==> src/rtl/fetch_pc_unit.sv <==
// ============================================================================
// Module   : fetch_pc_unit
// Brief    : NeoCore fetch front end. Owns the fetch PC, issues one word
//            request at a time and presents fetched words to decode.
//            Optional NEOCORE_FETCH_PERF_EN adds fetch/redirect counters.
// Revision : 1.0 - initial release
// ============================================================================
`default_nettype none

module fetch_pc_unit #(
  parameter logic [31:0] RESET_PC     = 32'h0000_0000,
  parameter int unsigned FETCH_STRIDE = 4
) (
  input  logic        clk,
  input  logic        rst,
  input  logic        redirect_valid,
  input  logic [31:0] redirect_pc,
  output logic        imem_req_valid,
  output logic [31:0] imem_req_addr,
  input  logic        imem_req_ready,
  input  logic        imem_rsp_valid,
  input  logic [31:0] imem_rsp_data,
  output logic        fetch_valid,
  output logic [31:0] fetch_pc,
  output logic [31:0] fetch_data,
  input  logic        fetch_ready
`ifdef NEOCORE_FETCH_PERF_EN
  ,
  output logic [31:0] perf_fetch_count,
  output logic [31:0] perf_redirect_count
`endif
);

  typedef enum logic [1:0] {
    S_REQ   = 2'd0,
    S_WAIT  = 2'd1,
    S_HOLD  = 2'd2,
    S_DRAIN = 2'd3
  } state_t;

  localparam logic [31:0] STRIDE = 32'(FETCH_STRIDE);

  state_t      state_q;
  state_t      state_d;
  logic [31:0] pc_q;
  logic [31:0] pc_d;
  logic [31:0] fetch_pc_q;
  logic [31:0] fetch_data_q;
  logic        capture;
  logic        req_fire;

  assign req_fire = (state_q == S_REQ) && imem_req_ready;

  always_ff @(posedge clk or posedge rst) begin
    if (rst) begin
      state_q <= S_REQ;
      pc_q    <= RESET_PC;
    end else begin
      state_q <= state_d;
      pc_q    <= pc_d;
    end
  end

  // A redirect always wins; the only question is whether a request is still
  // owed a response that must be swallowed (DRAIN) or not (REQ).
  always_comb begin
    state_d = state_q;
    pc_d    = pc_q;
    capture = 1'b0;
    case (state_q)
      S_REQ: begin
        if (redirect_valid) begin
          pc_d    = redirect_pc;
          state_d = req_fire ? S_DRAIN : S_REQ;
        end else if (req_fire) begin
          state_d = S_WAIT;
        end
      end
      S_WAIT: begin
        if (redirect_valid) begin
          pc_d    = redirect_pc;
          state_d = imem_rsp_valid ? S_REQ : S_DRAIN;
        end else if (imem_rsp_valid) begin
          capture = 1'b1;
          pc_d    = pc_q + STRIDE;
          state_d = S_HOLD;
        end
      end
      S_HOLD: begin
        if (redirect_valid) begin
          pc_d    = redirect_pc;
          state_d = S_REQ;
        end else if (fetch_ready) begin
          state_d = S_REQ;
        end
      end
      S_DRAIN: begin
        if (redirect_valid) begin
          pc_d = redirect_pc;
        end
        if (imem_rsp_valid) begin
          state_d = S_REQ;
        end
      end
      default: begin
        state_d = S_REQ;
      end
    endcase
  end

  always_ff @(posedge clk or posedge rst) begin
    if (rst) begin
      fetch_pc_q   <= 32'h0;
      fetch_data_q <= 32'h0;
    end else if (capture) begin
      fetch_pc_q   <= pc_q;
      fetch_data_q <= imem_rsp_data;
    end
  end

  assign imem_req_valid = (state_q == S_REQ) && !rst;
  assign imem_req_addr  = pc_q;
  assign fetch_valid    = (state_q == S_HOLD);
  assign fetch_pc       = fetch_pc_q;
  assign fetch_data     = fetch_data_q;

`ifdef NEOCORE_FETCH_PERF_EN
  logic [31:0] perf_fetch_q;
  logic [31:0] perf_redirect_q;

  always_ff @(posedge clk or posedge rst) begin
    if (rst) begin
      perf_fetch_q    <= 32'h0;
      perf_redirect_q <= 32'h0;
    end else begin
      if (fetch_valid && fetch_ready) begin
        perf_fetch_q <= perf_fetch_q + 32'd1;
      end
      if (redirect_valid) begin
        perf_redirect_q <= perf_redirect_q + 32'd1;
      end
    end
  end

  assign perf_fetch_count    = perf_fetch_q;
  assign perf_redirect_count = perf_redirect_q;
`else
  // Counters absent in this build.
`endif

endmodule

`default_nettype wire

==> config.mk <==
export PLATFORM = sky130hd
export DESIGN_NAME = fetch_pc_unit
export DESIGN_NICKNAME = d
export VERILOG_FILES = /design/src/rtl/fetch_pc_unit.sv
export SDC_FILE = /design/constraint.sdc
export NUM_CORES = 1
export LEC_CHECK = 0
export BUFFER_PORTS_ARGS = -buffer_cell sky130_fd_sc_hd__clkbuf_2
export CAP_MARGIN = 20
export CELL_PAD_IN_SITES_DETAIL_PLACEMENT = 1
export CELL_PAD_IN_SITES_GLOBAL_PLACEMENT = 2
export CORE_AREA = 4 4 127 129
export DETAILED_ROUTE_END_ITERATION = 7
export DIE_AREA = 0 0 131 133
export HOLD_SLACK_MARGIN = 0.02
export PLACE_DENSITY_LB_ADDON = 0.1
export SYNTH_ARGS = -nofsm -noshare
export SYNTH_HDL_FRONTEND = slang
export SYNTH_SLANG_ARGS = --single-unit
==> constraint.sdc <==
create_clock -name clk -period 5.5 [get_ports clk]
set_input_delay 1.1 -clock clk [delete_from_list [all_inputs] [get_ports clk]]
set_output_delay 1.1 -clock clk [all_outputs]
set_load 0.005 [all_outputs]
==> qor.yml <==
floorplan:
  floorplan.die.width_um: 131
  rows: 45
  fp.dieArea_um2: 17400
  initial_core_util_pct: 29.5
  floorplan.io_pins: 168
  core_um2: 15000
  die_y_um: 133
routing:
  postRouteAntennaNets: 0
  drtIter0Drc: 186
  routed-via-count: 4126
  first_pass_drt_iterations: 4
  routed_wirelength_um: 14300
  via_per_inst: 4.81
  drc_errors: 0
  post_drt_wl_per_cell_um: 16.7
clock_tree:
  cts.repair_timing.setup_buffer_count: 0
  cts_resized: 0
  clock_sinks: 98
  ctsHoldBuffers: 0
  tritoncts: "yes"
  clk_path_buf_depth: 2
  clkTransAtPathRegs_ns: 0.07
  cts_buffers: 9
  htree_levels: 3
  insertion_delay_ns: 0.34
  clk_root_buffer_cell: "sky130_fd_sc_hd__clkbuf_16"
worst_setup_path:
  worstSetupEndpoint: "imem_req_addr[27]"
  critical_path_class: "input port to flop"
  cp_top_family: "simple AND/OR/NAND/NOR gates"
  r2r-start: "state_q[0]"
  crit_chain: "clkbuf_2 > nand3b_1 > nor4_2 > buf_4 > nand3_1 > a221oi_1"
  worst-endpoint-arrival_ns: 3.16
  register_to_register_path_depth: 5
  slowest_stage: "sky130_fd_sc_hd__nor4_2"
  regToRegEndpoint: "imem_req_addr[27]"
  path_max_fanout: 15
  worst_setup_slack_for_register_to_register_paths_ns: 2.91
  cp.depth: 6
  worst_setup_path_startpoint: "imem_rsp_valid"
  cp.buffers_inverters: 2
  slowest_delay_ns: 0.75
  crit_required_ns: 5.74
  critical_path.startpoint_type: "input port"
  endpoint_kind: "flop"
logic_synthesis:
  ys_warn_count: 0
  commonest_cells_post_synth: "195 x sky130_fd_sc_hd__nand2_1, 98 x sky130_fd_sc_hd__dfrtp_1, 30 x sky130_fd_sc_hd__nor2_1, 24 x sky130_fd_sc_hd__clkbuf_1, 20 x sky130_fd_sc_hd__o21ai_0"
  synth.top_cell.area_share_pct: 55.3
  async_reset_ff_share_pct: 100
  synthesis.nets: 580
  synth_largest_area_cell: "sky130_fd_sc_hd__dfrtp_1"
  synth.ff_latch_count: 98
  synth.area.top_cells: "sky130_fd_sc_hd__dfrtp_1 55%, sky130_fd_sc_hd__nand2_1 17%, sky130_fd_sc_hd__nor2_1 2.5%, sky130_fd_sc_hd__o21ai_0 2.3%, sky130_fd_sc_hd__clkbuf_1 2.0%"
  yosys_most_used_dff: "sky130_fd_sc_hd__dfrtp_1"
  count_of_flip_flops_with_a_built_in_enable_after_synthesis: 0
  syn_area_per_cell_um2: 8.71
  netlist-cell-type-count: 50
  netlist_instances: 509
  yosysMostFrequentCell: "sky130_fd_sc_hd__nand2_1"
  synth.cell_area_um2: 4430
  seq_area_frac_synth_pct: 55.3
timing:
  timing.final.max_slew_violations: 0
  final-hold-violation-count: 0
  tightest_slew_ns: 1.11
  fin_crit_sh_pct: 53.1
  final-setup-viol-count: 0
  layout_min_cycle_time_ns: 2.92
  fmax_mhz: 342
  timing.clock.skew_ns: 0.00600
  setup_tns_ns: 0
  slew_headroom_pct: 25.8
  rsz0062_at_grt: "no"
pwr:
  switching_power_uw: 841
  power_switching_share_pct: 34.3
  power.sequential.fraction_pct: 47.1
  share_comb_of_total_power_pct: 29.2
  total_leakage_power_nw: 2.91
  irDropWorstVdd_uv: 145
  power_report.internal_total_mw: 1.61
  power-per-cell-area_nw_per_um2: 428
  power.share.clock_pct: 23.7
finish:
  layout.cell_area.non_filler_um2: 5720
  final_net_count: 735
  insertedDiodeCount: 0
  final_util_pct: 38.1
  layout-area-overhead-vs-synth_pct: 29.1
  layout-drive-gt1-share_pct: 29.7
placement:
  globalplace.congestion: 0.784
  buffer_ports.inserted: 167
  instance_area_after_placement_um2: 5450
  dpl.hpwl_um: 10300
run_status:
  run_status: "complete, no violations"
global_routing:
  largest_net_degree_at_the_start_of_global_routing: 51
  antenna_found_initial: 0
  grtUsageTotal_pct: 16.4
  global_route_wire_length_before_repair_um: 22400
  number_of_global_route_vias_before_repair: 4269
  overflow: 0
hold_path:
  hold_path.class: "flop to flop"
run:
  max_cap_violations: 0
==> cells in the final DEF (no fill, tap or decap), drive strengths merged, types with 10 or more instances in the layout <==
cell,synthesis,routed
nand3,13,13
a31oi,10,10
nand2,195,195
dfrtp,98,98
nand4,11,11
o21ai,20,20
inv,13,13
nor2,30,30
nor3,13,13
clkbuf,24,178
==> layer usage <==
metal  part of all wire (%)  GRT usage (%)  vias up
li1                       -              -     2026
met1                     46           22.2     1989
met2                     47           25.7      100
met3                    5.8           3.92       11
met4                    1.4           5.54        0
met5                      0              0        -
==> power by group through the flow <==
| stage | Sequential, mW | Combinational, mW | Clock [mW] |
|---|---|---|---|
| CTS | 1.16 | 0.739 | 0.611 |
| global placement | 1.16 | 0.718 | 0 |
| detailed placement | 1.18 | 0.735 | 0 |
| floorplan | 1.15 | 0.338 | 0 |
| global route | 1.19 | 0.826 | 0.637 |
| finish | 1.15 | 0.714 | 0.580 |
==> cell families (layout without fill, tap and decap cells) <==
family	Yosys count	count (layout)	synth area share, %
AO/OA/AOI/OAI	63	63	9.31
buffers and inverters	42	202	3.75
adder cells (fa/ha/maj)	1	1	0.282
flip-flops	98	98	55.3
AND/OR/NAND/NOR	295	295	29.2
XOR/XNOR	8	8	1.58
multiplexers	2	2	0.508
==> area by class of cell <==
type,instances,area (µm²)
Fill cell,1857,9310
Sequential cell,98,2450
Multi-Input combinational cell,369,1840
Timing Repair Buffer,172,873
Tap cell,188,235
Clock buffer,11,233
Inverter,14,55.1
Clock inverter,5,31.3
==> through the flow <==
step | worst slack [ns] | hold slack, ns | power, mW | std cells
CTS | 2.32 | 0.479 | 2.51 | 856
global placement | 2.04 | 0.456 | 1.88 | 840
global route | 2.37 | 0.495 | 2.66 | 857
detailed placement | 1.93 | 0.462 | 1.91 | 840
finish | 2.58 | 0.471 | 2.45 | 857
floorplan | 1.84 | 0.470 | 1.49 | 509
==> registers in the layout, summed over array words and instances, names as in the netlist <==
register / flops
fetch_data: 32
imem_req_addr: 32
state_q: 2
fetch_pc: 32
==> worst min-delay path by stage <==
stage,startpoint,end,slack [ns],cells after the start
final,fetch_data[26],fetch_data[26],0.47,2
after global routing,fetch_data[6],fetch_data[6],0.49,2
after CTS,fetch_data[6],fetch_data[6],0.48,2
after detailed placement,fetch_data[6],fetch_data[6],0.46,2
after global placement,fetch_data[31],fetch_data[31],0.46,2
after floorplan,fetch_data[0],fetch_data[0],0.47,2
==> tightest hold or removal path: cells and delay by family, from the launching register on <==
kind / cells / cell delay, ns
AND/OR/NAND/NOR: 2 / 0.10
flip-flops: 1 / 0.34
(Power assumes the default switching activity.)
